### config.mk
export PLATFORM = sky130hd
export DESIGN_NAME = perf_counter_bank
export DESIGN_NICKNAME = d
export VERILOG_FILES = /design/src/rtl/perf_pkg.sv /design/src/rtl/perf_chan.sv /design/src/rtl/perf_counter_bank.sv
export SDC_FILE = /design/constraint.sdc
export NUM_CORES = 1
export LEC_CHECK = 0
export CORE_ASPECT_RATIO = 1.2
export CORE_UTILIZATION = 50
export CTS_BUF_LIST = sky130_fd_sc_hd__clkbuf_4 sky130_fd_sc_hd__clkbuf_8 sky130_fd_sc_hd__clkbuf_16
export CTS_CLUSTER_DIAMETER = 40
export DETAILED_ROUTE_END_ITERATION = 8
export PLACE_DENSITY = 0.69
export RECOVER_POWER = 50
export SLEW_MARGIN = 15
export SYNTH_ARGS = -nofsm -noshare
export SYNTH_HDL_FRONTEND = slang
export SYNTH_HIERARCHICAL = 1
export SYNTH_SLANG_ARGS = --single-unit
### constraint.sdc
create_clock -name clk -period 9 [get_ports clk]
set_input_delay 1.8 -clock clk [delete_from_list [all_inputs] [get_ports clk]]
set_output_delay 1.8 -clock clk [all_outputs]
set_load 0.01 [all_outputs]
### src/rtl/perf_pkg.sv
// perf_pkg: shared types and constants for the performance counter bank.
// Build option: PERF_SAT_EN selects saturating counters instead of wrapping.
package perf_pkg;

   typedef struct packed {
      logic edge_mode;
      logic chan_en;
   } perf_cfg_t;

   localparam int CFG_EN_BIT   = 0;
   localparam int CFG_EDGE_BIT = 1;

   localparam perf_cfg_t CFG_RESET = '{edge_mode: 1'b0, chan_en: 1'b1};

   // Unpack the raw 2-bit config word into its fields.
   function automatic perf_cfg_t cfg_from_bits(input logic [1:0] bits);
      perf_cfg_t c;
      c.chan_en   = bits[CFG_EN_BIT];
      c.edge_mode = bits[CFG_EDGE_BIT];
      return c;
   endfunction

endpackage

### src/rtl/perf_chan.sv
// perf_chan: one event counter channel with config, edge history and overflow.
// Build option: PERF_SAT_EN makes the counter saturate at all-ones.
module perf_chan
   import perf_pkg::*;
#(
   parameter int CNT_W = 32
) (
   input  logic             clk,
   input  logic             reset,
   input  logic             run,
   input  logic             clear,
   input  logic             evt,
   input  logic             cfg_we,
   input  perf_cfg_t        cfg_wdata,
   output logic [CNT_W-1:0] cnt,
   output logic             ovf
);

   perf_cfg_t        cfg;
   logic             evt_q;
   logic             hit;
   logic             inc;
   logic             at_max;
   logic [CNT_W-1:0] cnt_nxt;

   // Hit qualification and next counter value.
   always_comb begin
      hit    = cfg.edge_mode ? (evt & ~evt_q) : evt;
      inc    = run & cfg.chan_en & hit;
      at_max = &cnt;
`ifdef PERF_SAT_EN
      cnt_nxt = at_max ? cnt : cnt + CNT_W'(1);
`else
      cnt_nxt = cnt + CNT_W'(1);
`endif
   end

   // Configuration register; clear leaves it untouched.
   always_ff @(posedge clk or posedge reset) begin
      if (reset) begin
         cfg <= CFG_RESET;
      end else if (cfg_we) begin
         cfg <= cfg_wdata;
      end
   end

   // Edge history follows the input every cycle so re-enable sees no edge.
   always_ff @(posedge clk or posedge reset) begin
      if (reset) begin
         evt_q <= 1'b0;
      end else if (clear) begin
         evt_q <= 1'b0;
      end else begin
         evt_q <= evt;
      end
   end

   // Counter and sticky overflow; clear wins over increment.
   always_ff @(posedge clk or posedge reset) begin
      if (reset) begin
         cnt <= '0;
         ovf <= 1'b0;
      end else if (clear) begin
         cnt <= '0;
         ovf <= 1'b0;
      end else if (inc) begin
         cnt <= cnt_nxt;
         if (at_max) begin
            ovf <= 1'b1;
         end
      end
   end

endmodule

### src/rtl/perf_counter_bank.sv
// perf_counter_bank: NUM_CNT event counters with snapshot and read port.
// Build option: PERF_SAT_EN (saturating counters, see perf_chan).
module perf_counter_bank
   import perf_pkg::*;
#(
   parameter int NUM_CNT = 8,
   parameter int CNT_W   = 32,
   parameter int SEL_W   = (NUM_CNT > 1) ? $clog2(NUM_CNT) : 1
) (
   input  logic               clk,
   input  logic               reset,
   input  logic               run,
   input  logic               clear,
   input  logic [NUM_CNT-1:0] evt,
   input  logic               snap,
   input  logic               cfg_we,
   input  logic [SEL_W-1:0]   cfg_addr,
   input  logic [1:0]         cfg_wdata,
   input  logic               rd_en,
   input  logic [SEL_W-1:0]   rd_sel,
   output logic [CNT_W-1:0]   rdata,
   output logic               rvalid,
   output logic [NUM_CNT-1:0] ovf,
   output logic               any_ovf
);

   logic [CNT_W-1:0] live   [NUM_CNT];
   logic [CNT_W-1:0] shadow [NUM_CNT];
   logic [CNT_W-1:0] rd_mux;
   perf_cfg_t        cfg_word;

   assign cfg_word = cfg_from_bits(cfg_wdata);

   for (genvar i = 0; i < NUM_CNT; i++) begin : g_chan
      logic chan_we;

      // Out-of-range addresses match no channel and are dropped.
      assign chan_we = cfg_we & (cfg_addr == SEL_W'(i));

      perf_chan #(
         .CNT_W (CNT_W)
      ) u_chan (
         .clk       (clk),
         .reset     (reset),
         .run       (run),
         .clear     (clear),
         .evt       (evt[i]),
         .cfg_we    (chan_we),
         .cfg_wdata (cfg_word),
         .cnt       (live[i]),
         .ovf       (ovf[i])
      );
   end

   assign any_ovf = |ovf;

   // Snapshot captures pre-increment, pre-clear values of every channel.
   always_ff @(posedge clk or posedge reset) begin
      if (reset) begin
         for (int i = 0; i < NUM_CNT; i++) begin
            shadow[i] <= '0;
         end
      end else if (snap) begin
         for (int i = 0; i < NUM_CNT; i++) begin
            shadow[i] <= live[i];
         end
      end
   end

   // Read mux over the shadow bank; unmatched selects read as zero.
   always_comb begin
      rd_mux = '0;
      for (int i = 0; i < NUM_CNT; i++) begin
         if (rd_sel == SEL_W'(i)) begin
            rd_mux = shadow[i];
         end
      end
   end

   // Registered read port: data held between reads, valid pulses once.
   always_ff @(posedge clk or posedge reset) begin
      if (reset) begin
         rdata  <= '0;
         rvalid <= 1'b0;
      end else begin
         rvalid <= rd_en;
         if (rd_en) begin
            rdata <= rd_mux;
         end
      end
   end

endmodule
# ---- After elaboration in Yosys (flattened, before gate mapping)
# Index checks and enable logic that the tools add are counted.
dict set report classes {
  n_reduce_logical 35
  bitwise_logic 40
  mux 64
  add_sub_neg 8
  eq_ne 14
}
# cell n
set op_table {}
lappend op_table {{two-way mux 32 bit} 24}
lappend op_table {{adder 32 x 1 -> 32 bit, second input constant} 8}
lappend op_table {{AND reduction 32 bit} 8}
lappend op_table {{two-way mux 1 bit} 40}
lappend op_table {{AND 1 bit} 32}
lappend op_table {{nonzero test 2 bit} 16}
lappend op_table {{equality test 3 bit, second input constant} 8}
lappend op_table {{AND reduction 2 bit} 8}
lappend op_table {{equality test 3 x 2 -> 1 bit, second input constant} 4}
lappend op_table {{NOT 1 bit} 8}
lappend op_table {{OR reduction 8 bit} 1}
lappend op_table {{equality test 3 x 1 -> 1 bit, second input constant} 2}
lappend op_table {{zero test 3 bit} 2}
dict set report totals {
  regBits 577
  output_inout_bits 42
  elab_cells 211
}

# ---- Logic depth before layout (Yosys ltp)
# Gate-level depths: netlist (run 1).
dict set report depth {
  depth_word 9
  ltp_mapped 7
  mapped_depth_nobuf 6
}

# ---- By module
# The synthesis (run 1) kept the hierarchy.
# mod cells_per_inst seq_area_each_um2 instances area_per_inst_um2
set by_module_without_submodules {}
lappend by_module_without_submodules {perf_chan 197 902.1 8 1896.8}
lappend by_module_without_submodules {perf_counter_bank 989 7231.9 1 12972.4}

# ---- Least setup slack after synthesis (run 1)
# Ideal clock, no wire load.
dict set report synth_timing {
  path_type {input -> register}
  from {input evt[0]}
  to {register g_chan[0].u_chan.cnt[22]}
  setup_time_ns 0.125
  arrival_ns 3.251
  slack_ns 5.625
  path_buffers 0
  required_ns 8.875
  path_stages 5
  cell_sequence {and3_1 > a21oi_1 > nor4b_1 > and3_1 > mux2_2}
}
dict set report synth_between {
  elab_chain_cells 4
}
# item line_no
set synth_lines {}
lappend synth_lines {{start, declared} perf_counter_bank.sv:14} ;# input logic [NUM_CNT-1:0] evt,
lappend synth_lines {{AND 1 bit} perf_chan.sv:28} ;# hit = cfg.edge_mode ? (evt & ~evt_q) : evt;
lappend synth_lines {{two-way mux 1 bit *} perf_chan.sv:28}
lappend synth_lines {{AND 1 bit *} perf_chan.sv:29} ;# inc = run & cfg.chan_en & hit;
lappend synth_lines {{nonzero test 2 bit (no source line) *} n/a}
lappend synth_lines {{end signal, assigned} perf_chan.sv:67} ;# cnt <= cnt_nxt;
lappend synth_lines {{end, declared} perf_chan.sv:15} ;# output logic [CNT_W-1:0] cnt,
# Every way passes the cells marked *; elsewhere a longest branch is shown, timed or not.
# A chain may end at the register's enable or synchronous reset.

# ---- Worst setup path in the final report (run 1)
dict set report layout_timing {
  from {input clear}
  to {register g_chan[4].u_chan.cnt[22]}
}
dict set report layout_between {
  elab_chain_cells 1
}
# item line_no
set layout_lines {}
lappend layout_lines {{start, declared} perf_counter_bank.sv:13} ;# input logic clear,
lappend layout_lines {{two-way mux 32 bit or nonzero test 2 bit (tied branches)} n/a}
lappend layout_lines {{end signal, assigned} perf_chan.sv:67}
lappend layout_lines {{end, declared} perf_chan.sv:15}
# Parallel ways exist; a longest one is shown, timed or not.

==> results of run 1 <==
worst reg2reg max path, stage by stage, from the launching register on:
cell     delay [ns]
dfrtp_1        0.45
ha_1           0.28
inv_1          0.09
nor2_1         0.22
nor4b_1        0.84
and3_1         0.27
mux2_2         0.33
kinds of logic after synthesis:
| family | count (synthesis) | share of synthesized area [%] |
|---|---|---|
| buf+inv | 169 | 2.68 |
| mux | 356 | 14.1 |
| simple gates | 863 | 17.0 |
| xor+xnor | 128 | 3.98 |
| fa+ha+maj | 8 | 0.356 |
| compound gates | 464 | 10.5 |
| flops | 577 | 51.3 |
through the flow:
stage | worst slack, ns | hold WS [ns]
final | 3.33 | 0.505
after global routing | 2.90 | 0.524
after CTS | 4.57 | 0.508
after detailed placement | 4.26 | 0.486
after global placement | 4.33 | 0.487
after floorplan | 3.37 | 0.468
cells in the final DEF, fill, tap and decap left out, types with 9 or more instances in the layout:
cell             count
a211oi_1            18
a21boi_0            16
a21oi_1            176
a221oi_1            21
a22oi_1             10
a31o_2              16
and2_1              16
and3_1              48
and4_1              16
bufinv_16           12
clkbuf_1            13
clkbuf_16           83
clkdlybuf4s50_1     52
dfrtp_1            569
inv_1               51
inv_6                9
mux2_1              20
mux2_2             306
mux2i_1             30
nand2_1            138
nand3_1             82
nand4_1             72
nor2_1             264
nor2b_1             35
nor3_1              34
nor3b_1             10
nor4_1              18
nor4b_1             16
o21a_1              36
o21ai_0             35
o21ai_1             41
o22ai_1             10
o2bb2ai_1           20
o31ai_1             34
or3_1               24
or4_1               24
xnor2_1             72
xor2_1              56
power by group:
group	leakage, uW	internal (uW)	switching [uW]
Combinational	0.00471	111	225
Clock	0.00141	2120	1250
Sequential	0.00797	2640	41.8
cell type report:
type	instances	area, um^2	share of cell area [%]
timing repair buffer	85	777	2.42
multi-input combinational	1819	12900	40.2
tap	720	901	2.80
clock inverter	48	688	2.14
sequential	577	14400	44.9
clock buffer	95	2200	6.84
antenna	1	2.50	0.00778
inverter	53	200	0.622
metal layers:
layer	GRT usage, %	vias up
met1	36.8	10755
met2	47.4	785
li1	-	9473
met3	5.41	185
met4	14.7	0
met5	0	-
cell usage after synthesis, types with 13 or more instances:
cell       count
nor4_1        18
o21ai_0       35
a21oi_1      176
a211oi_1      18
o2bb2ai_1     20
nor2_1       264
nand2_1      138
clkbuf_1      60
buf_2         39
a221oi_1      21
nand4_1       72
a31o_2        16
o31ai_1       34
and2_1        16
mux2i_1       30
nor2b_1       35
dfrtp_1      569
a21boi_0      16
mux2_1        20
mux2_2       306
xnor2_1       72
o21a_1        36
inv_1         52
or3_1         24
or4_1         24
and3_1        48
and4_1        16
nor4b_1       16
o21ai_1       41
nand3_1       82
buf_4         13
nor3_1        34
xor2_1        56
flip-flops by register name (all words and copies together) (netlist names):
name / flops
g_chan.u_chan/cnt: 256
rdata: 32
g_chan.u_chan/ovf: 8
rvalid: 1
g_chan.u_chan/cfg: 16
shadow: 256
g_chan.u_chan/evt_q: 8
final timing paths:
check / start / to / cells after the start
min in group asynchronous: reset / g_chan[4].u_chan/cnt[26] / 3
max: clear / g_chan[4].u_chan/cnt[22] / 6
min reg2reg: shadow[176] / shadow[176] / 1
max reg2reg: g_chan[1].u_chan/cnt[0] / g_chan[1].u_chan/cnt[22] / 6
max in group asynchronous: reset / shadow[66] / 5
min: shadow[176] / shadow[176] / 1
==> summary.txt, run 1 <==
Outcome
  – Status: finished with violations
  – Failing checks: max-capacitance violations, max-slew violations

Die
  – Ports: 65
  – Die area: 57,300 um^2
  – Die W: 219 um
  – Row count: 94
  – Initial Util: 50.9%
  – Die Y: 262 um
  – Core Area: 55,300 um^2

Logic synthesis
  – Sequential area share after synthesis: 51.3%
  – FFs w/ async S/R, synth: 100%
  – Synth area leader: dfrtp_1
  – Unique masters post-synth: 63
  – Number of synthesized flops with an enable pin: 0
  – Cells after Synth: 2,565
  – Syn nets: 2,596
  – Largest cells by area after synthesis: dfrtp_1, mux2_2, nor2_1, a21oi_1, xnor2_1
  – Share of the synthesized area in the top cell type: 50.6%
  – Syn Area/Cell: 11.0 um^2
  – Top FF cell, synth: dfrtp_1
  – Synth Register Bits: 577
  – YS warnings: 6
  – Mapped Area: 28,100 um^2

Timing
  – Fin Setup TNS: 0 ns
  – Final worst-path cycle share: 63.0%
  – Clock Skew: 0.0224 ns
  – Slew @ Worst Pin: 3.87 ns
  – RSZ-0062 raised after global routing: no
  – Max Slew Vio Count: 349
  – Fmax: 0.176 GHz
  – Slew headroom: -158%
  – Final Critical Period: 5.67 ns
  – Final Hold Vio Count: 0
  – Final setup violation count: 0

Worst setup path
  – Crit-path slowest cell: clkbuf_1
  – Crit end category: flop
  – Worst Path Max Fanout: 134
  – Crit start category: input pin
  – FF-to-FF setup slack: 6.41 ns
  – CP cell instances: buf_8 -> clkbuf_1 -> a21oi_1 -> nor4b_1 -> and3_1 -> mux2_2
  – Crit path buf inv count: 2
  – Critical Path Max Stage Delay: 1.82 ns
  – Largest delay contributor family on the critical path: buffers and inverters
  – Critical Path AT: 6.17 ns
  – Critical Path RT: 9.50 ns
  – WS Path Type: input pin to flop

Final layout
  – # fillers: 4,525
  – Cell area after layout: 32,200 um^2
  – Final Non-Filler Cells: 3,398
  – Final net count: 2,646
  – Area Growth Syn to Fin: 14.3%
  – Fin util: 58.2%
  – Layout cells sized above 1: 19.9%

CTS
  – Largest buffer count on any clock path: 3
  – Root buf cell: clkbuf_16
  – Cts repair resizes: 0
  – CTS tree: yes
  – Num CTS Buffers: 79
  – CTS hold repair buffers: 0
  – CTS clk-pin slew, worst paths: 0.06 ns
  – Setup repair bufs after CTS: 0
  – CTS HTree Levels: 3
  – Later-pin clock latency in the skew report: 0.62 ns
  – CTS sink cnt: 577

Power
  – Leakage: 0.0141 uW
  – Pwr Density: 199 nW/um^2
  – Power Total: 6390 uW
  – Max IR drop VDD: 152 uV

Place
  – Routability cong.: 1.01
  – Placed cell count: 3,254
  – IO buf count: 64
  – Post-DP HPWL: 58.1 mm
  – Placed Area: 29,300 um^2

Route
  – Met2 routed WL: 39.0 mm
  – Final WL: 81.3 mm
  – Vias: 21,198
  – Vias per inst: 6.24
  – DR WL/cell: 23.9 um
  – M1 WL: 32.6 mm
  – DRC violations left: 0
  – Top layer in use: met4
  – 1st-iter DRT viols: 2,123
  – Met3 wire len: 5.53 mm
  – Initial DRT Pass Iterations: 8
  – Number of routed nets with antenna violations: 0

Hold path
  – HP Class: flop to flop

Job
  – Max cap viols: 8

GRT
  – Largest net degree at the start of global routing: 193
  – Vias in the first global route: 20,915
  – Global-route wire length before repair: 126 mm
  – Global-route usage over all layers: 28.9%
  – Total global routing overflow: 0
  – Initial antenna violation count: 3
No activity file was read; power rests on OpenSTA's default activity.
==> inputs of run 2 (changes only) <==
- PLACE_DENSITY: 0.69 -> 0.66
- clock period: 9 -> 5.5 ns (I/O delays scaled with it)
==> run 2 against run 1 <==
  * The run still ends with max-capacitance violations, max-slew violations left
  * Non-clock buffer count is 10 higher
  * Combinational power is 69% higher
  * Register-to-register slack got worse by 3.3 ns
  * Worst setup slack got worse by 1.9 ns
  * Worst hold slack worse by 0.0026 ns
  * Sequential cell count did not move
  * Critical path type unchanged
  * Sequential share of layout area down 0.072 points
  * Clock skew is 0.0015 ns higher
  * Cell count is 0.44% higher
  * Via count down 0.84%
  * Clock-buffer cell count did not move
  * Global-route usage is 0.091 points lower
  * Critical endpoint is now g_chan[6].u_chan/cnt[22]
==> summary.txt, run 2 (synthesis gave the netlist of run 1 again) <==
CTS
  – Largest buffer count on any clock path: 3
  – CTS HTree Levels: 3
  – CTS tree: yes
  – CTS hold repair buffers: 0
  – Setup repair bufs after CTS: 0
  – CTS sink cnt: 577
  – Later-pin clock latency in the skew report: 0.62 ns
  – Root buf cell: clkbuf_16
  – Cts repair resizes: 0
  – Num CTS Buffers: 81
  – CTS clk-pin slew, worst paths: 0.06 ns

Power
  – Sw power: 2530 uW
  – Flop pwr share: 42.2%
  – Pint: 7850 uW
  – Clock share of power: 52.3%
  – Max IR drop VDD: 277 uV
  – Switching share of power: 24.4%
  – Leakage: 0.0141 uW
  – Pwr Density: 322 nW/um^2
  – Logic gate share of total power: 5.5%

Worst setup path
  – Crit start category: input pin
  – Critical Path RT: 6.00 ns
  – Crit end category: flop
  – WS Path Type: input pin to flop
  – Worst Path Max Fanout: 16
  – Critical Path Max Stage Delay: 1.04 ns
  – CP cell instances: dlygate4sd3_1 -> clkbuf_1 -> and3_1 -> a21oi_1 -> nor4b_1 -> and3_1 -> mux2_2
  – Crit-path slowest cell: clkbuf_1
  – Critical Path AT: 4.60 ns
  – Most frequent CP cell: and3_1

Final layout
  – Final net count: 2,658
  – Most common cell after layout, fill and taps aside: dfrtp_1
  – Number of diodes: 0
  – Final Non-Filler Cells: 3,413
  – Most frequent cells in the layout: dfrtp_1, mux2_2, nor2_1
  – Top flop regs: g_chan.u_chan/cnt: 256 flops, shadow: 256 flops, rdata: 32 flops
  – Area Growth Syn to Fin: 14.4%
  – Layout cells sized above 1: 20.3%
  – # fillers: 4,667

Timing
  – Final worst-path cycle share: 74.6%
  – Final Hold Vio Count: 0
  – Fmax: 0.244 GHz
  – Slew headroom: -112%
  – RSZ-0062 raised after global routing: no
  – Final Critical Period: 4.10 ns
  – Final setup violation count: 0
  – Clock Skew: 0.0238 ns
  – Fin Setup TNS: 0 ns
  – Setup WS post-layout: 1.40 ns
  – Slew @ Worst Pin: 3.19 ns
  – Max Slew Vio Count: 499

Die
  – Row count: 94
  – Core Area: 55,300 um^2
  – Die W: 219 um
  – Die area: 57,300 um^2
  – Die Y: 262 um
  – Initial Util: 50.9%
  – Ports: 65

Hold path
  – HP Class: flop to flop

Route
  – DRC violations left: 0
  – DR WL/cell: 23.8 um
  – Vias per inst: 6.16
  – Final WL: 81.1 mm
  – Met2 routed WL: 38.9 mm
  – 1st-iter DRT viols: 1,816
  – Top layer in use: met5
  – Vias: 21,020
  – M1 WL: 34.0 mm
  – Met3 wire len: 4.54 mm
  – Number of routed nets with antenna violations: 0
  – Initial DRT Pass Iterations: 6

GRT
  – Vias in the first global route: 20,568
  – Largest net degree at the start of global routing: 116
  – Global-route usage over all layers: 28.9%
  – Global-route wire length before repair: 125 mm
  – Initial antenna violation count: 1
  – Total global routing overflow: 0

Job
  – Max cap viols: 11

Place
  – Post-DP HPWL: 58.2 mm
  – Placed cell count: 3,264
  – IO buf count: 64
  – Routability cong.: 0.972
  – Pre-CTS setup slack: 1.71 ns

Outcome
  – Status: finished with violations
  – Failing checks: max-capacitance violations, max-slew violations
==> run 2: cell count changes in the layout (fill, tap and decap cells not counted), sizes merged <==
cell,change
clkinvlp,+4
clkbuf,+1
buf,+9
bufinv,-4
inv,+6
diode,-1
clkdlybuf4s50,+2
dlygate4sd3,-2
==> run 2: layout make-up <==
| class | instances | area (um^2) | share of cell area, % |
|---|---|---|---|
| clock buffer | 95 | 2240 | 6.94 |
| clock inverter | 54 | 607 | 1.88 |
| inverter | 53 | 200 | 0.622 |
| multi-input combinational | 1819 | 12900 | 40.2 |
| sequential | 577 | 14400 | 44.9 |
| tap | 720 | 901 | 2.80 |
| timing repair buffer | 95 | 875 | 2.72 |
==> run 2: final timing paths <==
path / slack [ns] / to / cells past startpoint / startpoint
worst max register to register: 3.07 / g_chan[6].u_chan/cnt[22] / 6 / g_chan[6].u_chan/cnt[0]
worst min register to register: 0.50 / shadow[144] / 1 / shadow[144]
min in group asynchronous: 1.49 / g_chan[1].u_chan/cnt[24] / 2 / reset
worst min-delay path: 0.50 / shadow[144] / 1 / shadow[144]
worst max-delay path: 1.40 / g_chan[6].u_chan/cnt[22] / 7 / run
max in group asynchronous: 2.18 / g_chan[7].u_chan/cnt[6] / 3 / reset
==> run 2: critical path: cells and delay by family <==
family	cells	cell delay (ns)
AO/OA/AOI/OAI	1	0.20
buffers and inverters	2	1.56
multiplexers	1	0.33
AND/OR/NAND/NOR	3	1.39
==> run 2: power by group through the flow <==
stage / sequential [uW] / clock, uW / combinational, uW
3_5_place_dp: 4460 / 0 / 571
2_1_floorplan: 4440 / 0 / 360
6_report: 4380 / 5430 / 568
5_1_grt: 4390 / 5670 / 620
4_1_cts: 4380 / 5510 / 573
3_3_place_gp: 4450 / 0 / 562
==> run 2: metrics by stage <==
| stage | utilization (%) | area, um^2 | hold WS (ns) | power [uW] |
|---|---|---|---|---|
| detailed placement | 53.2 | 29400 | 0.490 | 5030 |
| global route | 58.3 | 32200 | 0.508 | 10700 |
| global placement | 53.2 | 29400 | 0.484 | 5010 |
| floorplan | - | 28200 | 0.468 | 4800 |
| CTS | 58.4 | 32300 | 0.504 | 10500 |
| finish | 58.3 | 32200 | 0.503 | 10400 |
==> run 2: routing by layer <==
metal,up-vias,track usage (%)
met5,-,0
met1,10674,38.1
met2,674,47.1
met3,158,4.09
li1,9512,-
met4,2,13.3
